### src/rtl/interp_pkg.sv
// interp_pkg: shared widths, FSM states and tag type for the
// stereo two-tap interpolation MAC scheduler.
package interp_pkg;

  localparam int SAMPLE_W = 24;
  localparam int COEF_W   = 16;
  localparam int PROD_W   = 40;
  localparam int ACC_W    = 41;
  localparam int OUT_W    = 32;

  typedef enum logic [1:0] {
    IDLE,
    ISSUE,
    DRAIN,
    DONE
  } state_e;

  typedef struct packed {
    logic valid;
    logic is_right;
  } tag_t;

  localparam logic signed [ACC_W-1:0] SAT_MAX =
    {{(ACC_W-OUT_W+1){1'b0}}, {(OUT_W-1){1'b1}}};
  localparam logic signed [ACC_W-1:0] SAT_MIN =
    {{(ACC_W-OUT_W+1){1'b1}}, {(OUT_W-1){1'b0}}};

  // Clamp a wide channel sum into the signed output range.
  function automatic logic signed [OUT_W-1:0] sat32(
    input logic signed [ACC_W-1:0] v
  );
    logic signed [OUT_W-1:0] r;
    if (v > SAT_MAX) begin
      r = {1'b0, {(OUT_W-1){1'b1}}};
    end else if (v < SAT_MIN) begin
      r = {1'b1, {(OUT_W-1){1'b0}}};
    end else begin
      r = v[OUT_W-1:0];
    end
    return r;
  endfunction

endpackage

### src/rtl/interp_mac_scheduler_tag_pipe.sv
// interp_tag_pipe: tag delay line that tracks products through the
// external multiplier; advances with the multiplier clock enable.
module interp_tag_pipe
  import interp_pkg::*;
#(
  parameter int DEPTH = 3
) (
  input  logic clk,
  input  logic reset_n,
  input  logic ce_i,
  input  logic flush_i,
  input  tag_t tag_i,
  output tag_t tag_o
);

  tag_t pipe_q [DEPTH];

  // Shift tags in lockstep with the multiplier; flush drops all.
  always_ff @(posedge clk or negedge reset_n) begin
    if (!reset_n) begin
      for (int i = 0; i < DEPTH; i++) begin
        pipe_q[i] <= '0;
      end
    end else if (flush_i) begin
      for (int i = 0; i < DEPTH; i++) begin
        pipe_q[i] <= '0;
      end
    end else if (ce_i) begin
      pipe_q[0] <= tag_i;
      for (int i = 1; i < DEPTH; i++) begin
        pipe_q[i] <= pipe_q[i-1];
      end
    end
  end

  assign tag_o = pipe_q[DEPTH-1];

endmodule

### src/rtl/interp_mac_scheduler.sv
// interp_mac_scheduler: time-shares one pipelined 24x16 multiplier
// across both channels of a two-tap linear interpolator.
module interp_mac_scheduler
  import interp_pkg::*;
#(
  parameter int MULT_LAT  = 3,
  parameter int OUT_SHIFT = 0
) (
  input  logic                       clk,
  input  logic                       reset_n,
  input  logic                       enable,
  input  logic                       start,
  output logic                       ready,
  input  logic signed [SAMPLE_W-1:0] l_s0,
  input  logic signed [SAMPLE_W-1:0] l_s1,
  input  logic signed [SAMPLE_W-1:0] r_s0,
  input  logic signed [SAMPLE_W-1:0] r_s1,
  input  logic        [COEF_W-1:0]   coef0,
  input  logic        [COEF_W-1:0]   coef1,
  output logic                       mult_ce,
  output logic        [COEF_W-1:0]   mult_a,
  output logic signed [SAMPLE_W-1:0] mult_b,
  input  logic signed [PROD_W-1:0]   mult_p,
  output logic                       dout_valid,
  output logic signed [OUT_W-1:0]    l_data_out,
  output logic signed [OUT_W-1:0]    r_data_out,
  output logic                       overrun
);

  localparam int DW = $clog2(MULT_LAT + 1);

  state_e state_q;
  logic [1:0] idx_q;
  logic [DW-1:0] drain_q;

  logic signed [SAMPLE_W-1:0] ls0_q, ls1_q;
  logic signed [SAMPLE_W-1:0] rs0_q, rs1_q;
  logic [COEF_W-1:0] c0_q, c1_q;

  logic signed [ACC_W-1:0] l_acc_q, r_acc_q;
  logic signed [ACC_W-1:0] l_acc_d, r_acc_d;
  logic signed [ACC_W-1:0] l_sh, r_sh;

  logic signed [OUT_W-1:0] l_out_q, r_out_q;
  logic dv_q, ovr_q;

  tag_t tag_in, tag_out;

  assign ready      = (state_q == IDLE);
  assign mult_ce    = (state_q == ISSUE) || (state_q == DRAIN);
  assign dout_valid = dv_q;
  assign overrun    = ovr_q;
  assign l_data_out = l_out_q;
  assign r_data_out = r_out_q;

  // Select operand pair and channel tag for the current issue slot.
  always_comb begin
    mult_a = '0;
    mult_b = '0;
    tag_in = '0;
    if (state_q == ISSUE) begin
      unique case (1'b1)
        idx_q == 2'd0: begin
          mult_a = c0_q;
          mult_b = ls0_q;
          tag_in = '{valid: 1'b1, is_right: 1'b0};
        end
        idx_q == 2'd1: begin
          mult_a = c1_q;
          mult_b = ls1_q;
          tag_in = '{valid: 1'b1, is_right: 1'b0};
        end
        idx_q == 2'd2: begin
          mult_a = c0_q;
          mult_b = rs0_q;
          tag_in = '{valid: 1'b1, is_right: 1'b1};
        end
        idx_q == 2'd3: begin
          mult_a = c1_q;
          mult_b = rs1_q;
          tag_in = '{valid: 1'b1, is_right: 1'b1};
        end
      endcase
    end
  end

  interp_tag_pipe #(
    .DEPTH(MULT_LAT)
  ) u_tags (
    .clk    (clk),
    .reset_n(reset_n),
    .ce_i   (mult_ce),
    .flush_i(!enable),
    .tag_i  (tag_in),
    .tag_o  (tag_out)
  );

  // Fold the product leaving the multiplier into its channel sum.
  always_comb begin
    l_acc_d = l_acc_q;
    r_acc_d = r_acc_q;
    if (mult_ce && tag_out.valid) begin
      if (tag_out.is_right) begin
        r_acc_d = r_acc_q + {mult_p[PROD_W-1], mult_p};
      end else begin
        l_acc_d = l_acc_q + {mult_p[PROD_W-1], mult_p};
      end
    end
  end

  assign l_sh = l_acc_d >>> OUT_SHIFT;
  assign r_sh = r_acc_d >>> OUT_SHIFT;

  // Sequencer: capture, four issues, pipeline drain, result strobe.
  always_ff @(posedge clk or negedge reset_n) begin
    if (!reset_n) begin
      state_q <= IDLE;
      idx_q   <= '0;
      drain_q <= '0;
      ls0_q   <= '0;
      ls1_q   <= '0;
      rs0_q   <= '0;
      rs1_q   <= '0;
      c0_q    <= '0;
      c1_q    <= '0;
      l_acc_q <= '0;
      r_acc_q <= '0;
      l_out_q <= '0;
      r_out_q <= '0;
      dv_q    <= 1'b0;
      ovr_q   <= 1'b0;
    end else begin
      dv_q    <= 1'b0;
      ovr_q   <= start && (state_q != IDLE);
      l_acc_q <= l_acc_d;
      r_acc_q <= r_acc_d;
      if (!enable) begin
        state_q <= IDLE;
        idx_q   <= '0;
        drain_q <= '0;
      end else begin
        unique case (state_q)
          IDLE: begin
            if (start) begin
              ls0_q   <= l_s0;
              ls1_q   <= l_s1;
              rs0_q   <= r_s0;
              rs1_q   <= r_s1;
              c0_q    <= coef0;
              c1_q    <= coef1;
              l_acc_q <= '0;
              r_acc_q <= '0;
              idx_q   <= '0;
              state_q <= ISSUE;
            end
          end
          ISSUE: begin
            idx_q <= idx_q + 2'd1;
            if (idx_q == 2'd3) begin
              drain_q <= '0;
              state_q <= DRAIN;
            end
          end
          DRAIN: begin
            if (drain_q == DW'(MULT_LAT - 1)) begin
              l_out_q <= sat32(l_sh);
              r_out_q <= sat32(r_sh);
              dv_q    <= 1'b1;
              state_q <= DONE;
            end else begin
              drain_q <= drain_q + DW'(1);
            end
          end
          DONE: begin
            state_q <= IDLE;
          end
          default: begin
            state_q <= IDLE;
          end
        endcase
      end
    end
  end

endmodule

### config.mk
export PLATFORM = sky130hd
export DESIGN_NAME = interp_mac_scheduler
export DESIGN_NICKNAME = d
export VERILOG_FILES = /design/src/rtl/interp_pkg.sv /design/src/rtl/interp_mac_scheduler_tag_pipe.sv /design/src/rtl/interp_mac_scheduler.sv
export SDC_FILE = /design/constraint.sdc
export NUM_CORES = 1
export LEC_CHECK = 0
export BUFFER_PORTS_ARGS = -buffer_cell sky130_fd_sc_hd__buf_2
export CAP_MARGIN = 15
export CORE_UTILIZATION = 36
export DETAILED_ROUTE_END_ITERATION = 7
export GPL_TIMING_DRIVEN = 1
export PLACE_DENSITY = 0.59
export REMOVE_ABC_BUFFERS = 1
export SETUP_SLACK_MARGIN = 0.05
export SYNTH_ARGS = -nofsm -noshare
export SYNTH_HDL_FRONTEND = slang
export SYNTH_HIERARCHICAL = 1
export SYNTH_SLANG_ARGS = --single-unit
### constraint.sdc
create_clock -name clk -period 3.4 [get_ports clk]
set_input_delay 0.68 -clock clk [delete_from_list [all_inputs] [get_ports clk]]
set_output_delay 0.68 -clock clk [all_outputs]
set_load 0.01 [all_outputs]
**After elaboration in Yosys (flattened, before gate mapping)**

Index checks and enable logic that the tools add are counted.

- Bits in registers: 288
- Memory bits (writable): 0
- Memories: 0
- Output and inout port bits: 108
- Bits in latches: 0
- Bits in read-only memories: 0

- Magnitude comparators: 4
- Eq/ne operators: 14
- Reduce and logical (&&, ||, !) cells: 15
- Bitwise logic cells: 0
- Divide/modulo/power cells: 0
- Multiply operators: 0
- Muxes and demuxes: 37
- Shifts and indexed selects: 0
- $add $sub $neg: 4

Operator list:

| kind | count |
|---|---|
| $mux 41 | 10 |
| $mux 32 | 4 |
| $pmux 24 s4 | 1 |
| $add 41x41->41 | 2 |
| $gt 41x32->1 const B | 2 |
| $lt 41x32->1 const B | 2 |
| $pmux 16 s2 | 1 |
| $mux 24 | 1 |
| $mux 2 | 10 |
| $mux 16 | 1 |
| $mux 6 | 2 |
| $pmux 2 s2 | 3 |
| $reduce_and 3->1 | 4 |
| $eq 2x2->1 const B | 5 |
| $pmux 2 s4 | 1 |
| $reduce_or 2->1 | 4 |
| $ne 3x1->1 const B | 2 |
| $ne 3x2->1 const B | 2 |
| $ne 3x3->1 const B | 2 |
| $add 2x1->2 const B | 2 |
| $eq 2x1->1 const B | 2 |
| $logic_not 2->1 | 2 |
| $mux 1 | 3 |
| $logic_and 1x1->1 | 2 |
| 4 further kinds | 4 |

**Depth between registers and ports, before layout**

- Word-level depth: 7
- Gate-level depth with buffers: 15
- Depth with buffers taken out: 14

**Hierarchy**

The synthesis kept the hierarchy.

By module, submodules not included:

| module | cells an instance | sequential area each (µm²) | instances | area each (µm²) |
|---|---|---|---|---|
| interp_mac_scheduler | 2152 | 7056.8 | 1 | 17282.8 |
| interp_tag_pipe | 21 | 150.1 | 1 | 259.0 |

**Least setup slack after synthesis**

No wires, ideal clock.

- Path kind: input -> register
- Start point: input mult_p[24]
- End point: register r_out_q[4] (netlist: r_data_out[4])
- Library setup time: 65 ps
- Data arrival time: 3818 ps
- Stages on the path: 13
- Path slack: -483 ps
- Cell sequence: ha_1 -> buf_2 -> nand4_2 -> or4_1 -> a31oi_2 -> nor2_2 -> or4_1 -> a31o_1 -> or4_1 -> o32ai_2 -> buf_6 -> a21boi_0 -> o22a_1

- Longest elaborated chain between the ends: 6
- Elaborated cells between the ends (all ways): 7
- Classes of those cells: add/sub: 1; order compare: 2; mux: 4

RTL lines:

| element | RTL line | text |
|---|---|---|
| start: declaration | interp_mac_scheduler.sv:23 | `input logic signed [PROD_W-1:0] mult_p,` |
| $add 41x41->41 (*) | interp_mac_scheduler.sv:104 | `r_acc_d = r_acc_q + {mult_p[PROD_W-1], mult_p};` |
| $mux 41 (*) | interp_mac_scheduler.sv:103 | `if (tag_out.is_right) begin` |
| $mux 41 (*) | interp_mac_scheduler.sv:102 | `if (mult_ce && tag_out.valid) begin` |
| $lt 41x32->1 | interp_pkg.sv:35 | `end else if (v < SAT_MIN) begin` |
| $mux 32 | interp_pkg.sv:35 |  |
| $mux 32 (*) | interp_pkg.sv:33 | `if (v > SAT_MAX) begin` |
| end signal: assignment | interp_mac_scheduler.sv:167 | `r_out_q <= sat32(r_sh);` |
| end: declaration | interp_mac_scheduler.sv:44 | `logic signed [OUT_W-1:0] l_out_q, r_out_q;` |

Every way passes the cells marked *; elsewhere a longest branch is shown, timed or not.
A chain may end at the register's enable or synchronous reset.

**Worst setup path in the final report**

- Start point: register r_acc_q[22]
- End point: register r_out_q[20] (netlist: r_data_out[20])

- Longest elaborated chain between the ends: 6
- Elaborated cells between the ends (all ways): 7
- Classes of those cells: add/sub: 1; order compare: 2; mux: 4

RTL lines:

| element | RTL line | text |
|---|---|---|
| start: declaration | interp_mac_scheduler.sv:40 | `logic signed [ACC_W-1:0] l_acc_q, r_acc_q;` |
| start signal: assignment | interp_mac_scheduler.sv:136 | `r_acc_q <= r_acc_d;` |
| $add 41x41->41 | interp_mac_scheduler.sv:104 |  |
| $mux 41 | interp_mac_scheduler.sv:103 |  |
| $mux 41 (*) | interp_mac_scheduler.sv:102 |  |
| $lt 41x32->1 | interp_pkg.sv:35 |  |
| $mux 32 | interp_pkg.sv:35 |  |
| $mux 32 (*) | interp_pkg.sv:33 |  |

Marks and branches as above.

==> out/metrics.cfg <==
[status]
status=complete, but fails checks
violations=setup timing

[global_routing]
grt_pass1_wl_um=103000
grtUsageTotal=0.260
first_global_vias=18600
gr-total-overflow=0
antenna_found_initial=3
grt_max_degree=105

[hold_path]
hold_class=in2async

[timing]
fmax_mhz=265
min_period_over_period=1.11
worst_slack_ps=-368
worstMarginPinSlew_ps=814
min_period_ps=3770
maxSlewHeadroom=0.457
slew_violations=0
finalHoldViolCount=0
clock_skew_ps=28.1
finalSetupViolations=62
rsz0062_at_grt=true

[logic_synthesis]
avgSynthCellArea_sq_um=8.07
synthFlopType=dfrtp_1
syn-cell-area_sq_mm=0.0175
syn_inst=2173
synth_edf_count=0
ys_ff_latch=288
ys_types=77
yosysSeqAreaShare=0.411
synth-async-reset-ratio=1.00
synth_warnings=6

[routing]
route.detailed.drc=0
viasPerCell=5.33
wl_per_cell_um=19.0
ant_nets=0
drt-total-wl_um=65500
drt-initial-drc-count=1310
dr.pass1.iters=7
vias=18300

[setup_path]
start_kind=register
crit_type=reg2reg
reg2reg_depth=13
r2r_end=r_data_out[20]
worstPathRequired_ps=3890
crit_path_end_kind=register
cp_max_fo=5
timing.rr.start=r_acc_q[22]
arrival_ps=4260
r2r_slack_ps=-370

[clocking]
clk_pin_slew_ps=60
cts_buffer_depth=3
cts_sinks=288
numCtsBuffers=36
cts_tree=done
cts-htree-levels=2
cts-root-buf=clkbuf_16
clock_latency_ps=570

[die]
die_x_um=223
die_height_um=223
initial_core_util=0.366
fp-row-count=80
io_pins=280
die_area_sq_mm=0.0496
core_area_sq_mm=0.0479

[placement]
place_ws_ps=-979
dp_cells=3325
place_area_sq_mm=0.0223
hpwlAfterDp_um=45600
port_buffers=279
gp_congestion=0.919

[finish]
final_cell_mix=567 x nand2_1, 391 x buf_4, 288 x dfrtp_1
final_common_cell=nand2_1
fin_area_sq_mm=0.0255
drive_gt1_frac=0.351
fillers=4439
area_growth_pct=45.6
layout.cells.non_filler=3440
final_util=0.533
nNetsFinal=3060

[power]
power.leakage_nw=12.7
power_density_mw_per_mm2=501
peakVddDrop_uv=487

[flow_run]
drv_cap=0

[synth_stat cells, types with 11 or more instances]
library cell	count	area (sq um)
nand2b_1	47	294
o211ai_1	16	120
o2bb2ai_1	14	123
nand3_1	31	155
o22a_1	11	96.3
nor2_1	223	837
ha_1	88	1100
a21boi_0	23	173
o21ai_0	92	460
buf_1	16	60.1
a222oi_1	24	240
dfrtp_1	288	7210
xnor2_1	38	333
nor3_1	29	145
nand2_1	576	2160
buf_2	16	80.1
inv_1	32	120
mux2i_1	31	310
a21oi_1	202	1010
nand4_1	26	163
a21o_1	27	203
and2_1	31	194
xor2_1	28	245
clkbuf_1	88	330
and3_1	14	87.6
[how the worst max path moves through the flow]
stage,cells after the start,slack (ps),endpoint,start
floorplan,9,-1640,r_data_out[1],state_q[0]
CTS,13,-310,r_data_out[14],r_acc_q[22]
finish,13,-370,r_data_out[20],r_acc_q[22]
detailed placement,15,-980,r_data_out[0],mult_p[10]
global route,16,-470,r_data_out[20],r_acc_q[15]
global placement,15,-940,r_data_out[1],mult_p[10]
[stage by stage]
step	TNS [ps]	hold WS [ps]	power [mW]
floorplan	-326050	384	6.84
CTS	-9980	120	12.8
finish	-13720	88.3	12.8
global placement	-51200	457	8.39
detailed placement	-56890	462	8.49
global route	-20030	127	13.6
[state kept, by name (all words and copies together) (netlist names), 4 cells and up]
name / flops
ls1_q: 24
l_acc_q: 41
rs0_q: 24
ls0_q: 24
c1_q: 16
r_data_out: 32
l_data_out: 32
r_acc_q: 41
c0_q: 16
u_tags/pipe_q: 4
rs1_q: 24
[power breakdown]
group	total, mW	switching (mW)	internal (mW)
clock network	3.78	1.63	2.15
registers	4.81	0.502	4.31
logic	4.22	2.45	1.77
[critical path: stages, from the launching register on]
cell and delay [ps]:
dfrtp_1 410, ha_4 290, nand4_1 130, or4_4 580, a31oi_4 220, nor2_2 70
or4_4 420, a31o_1 200, or4_4 500, o32ai_4 290, buf_6 200, buf_16 120
a21boi_2 150, o22a_1 130
[per-layer routing]
metal  GRT usage  wire length (um)  vias up
met2       0.437             31100      561
met3      0.0444              3870      135
met1       0.339             28500     8876
li1            -                 -     8753
met4      0.0854              2020        4
met5           0                23        -
[repair_timing]
| action | in CTS | in global routing |
|---|---|---|
| setup endpoints to repair | 64 | 68 |
| hold buffers | 0 | 0 |
| setup buffers | 36 | 14 |
| gates cloned | 8 | 0 |
| pin swaps | 44 | 60 |
| gates resized for setup | 198 | 104 |
[layout make-up]
cell class | count | area (sq um) | area share
clock buffers | 47 | 983 | 0.0385
flip-flops and latches | 288 | 7210 | 0.282
inverters | 33 | 124 | 0.00485
multi-input cells | 1727 | 11200 | 0.439
diodes | 1 | 2.50 | 0.0000979
repair buffers | 712 | 5070 | 0.198
clock inverters | 17 | 175 | 0.00686
well taps | 615 | 769 | 0.0301
[cell families (layout without fill, tap and decap cells)]
kind of cell / count (synthesis) / after routing / share of synthesized area
AOI/OAI and AO/OA: 504 / 504 / 0.183
xor gates and xnor gates: 66 / 66 / 0.0330
adders and majority gates: 90 / 90 / 0.0651
buffers and inverters: 158 / 809 / 0.0363
DFF: 288 / 288 / 0.411
muxes: 32 / 32 / 0.0183
other: 0 / 1 / 0
and+or+nand+nor: 1035 / 1035 / 0.254
Note: power is estimated with default switching activity, not from simulation.
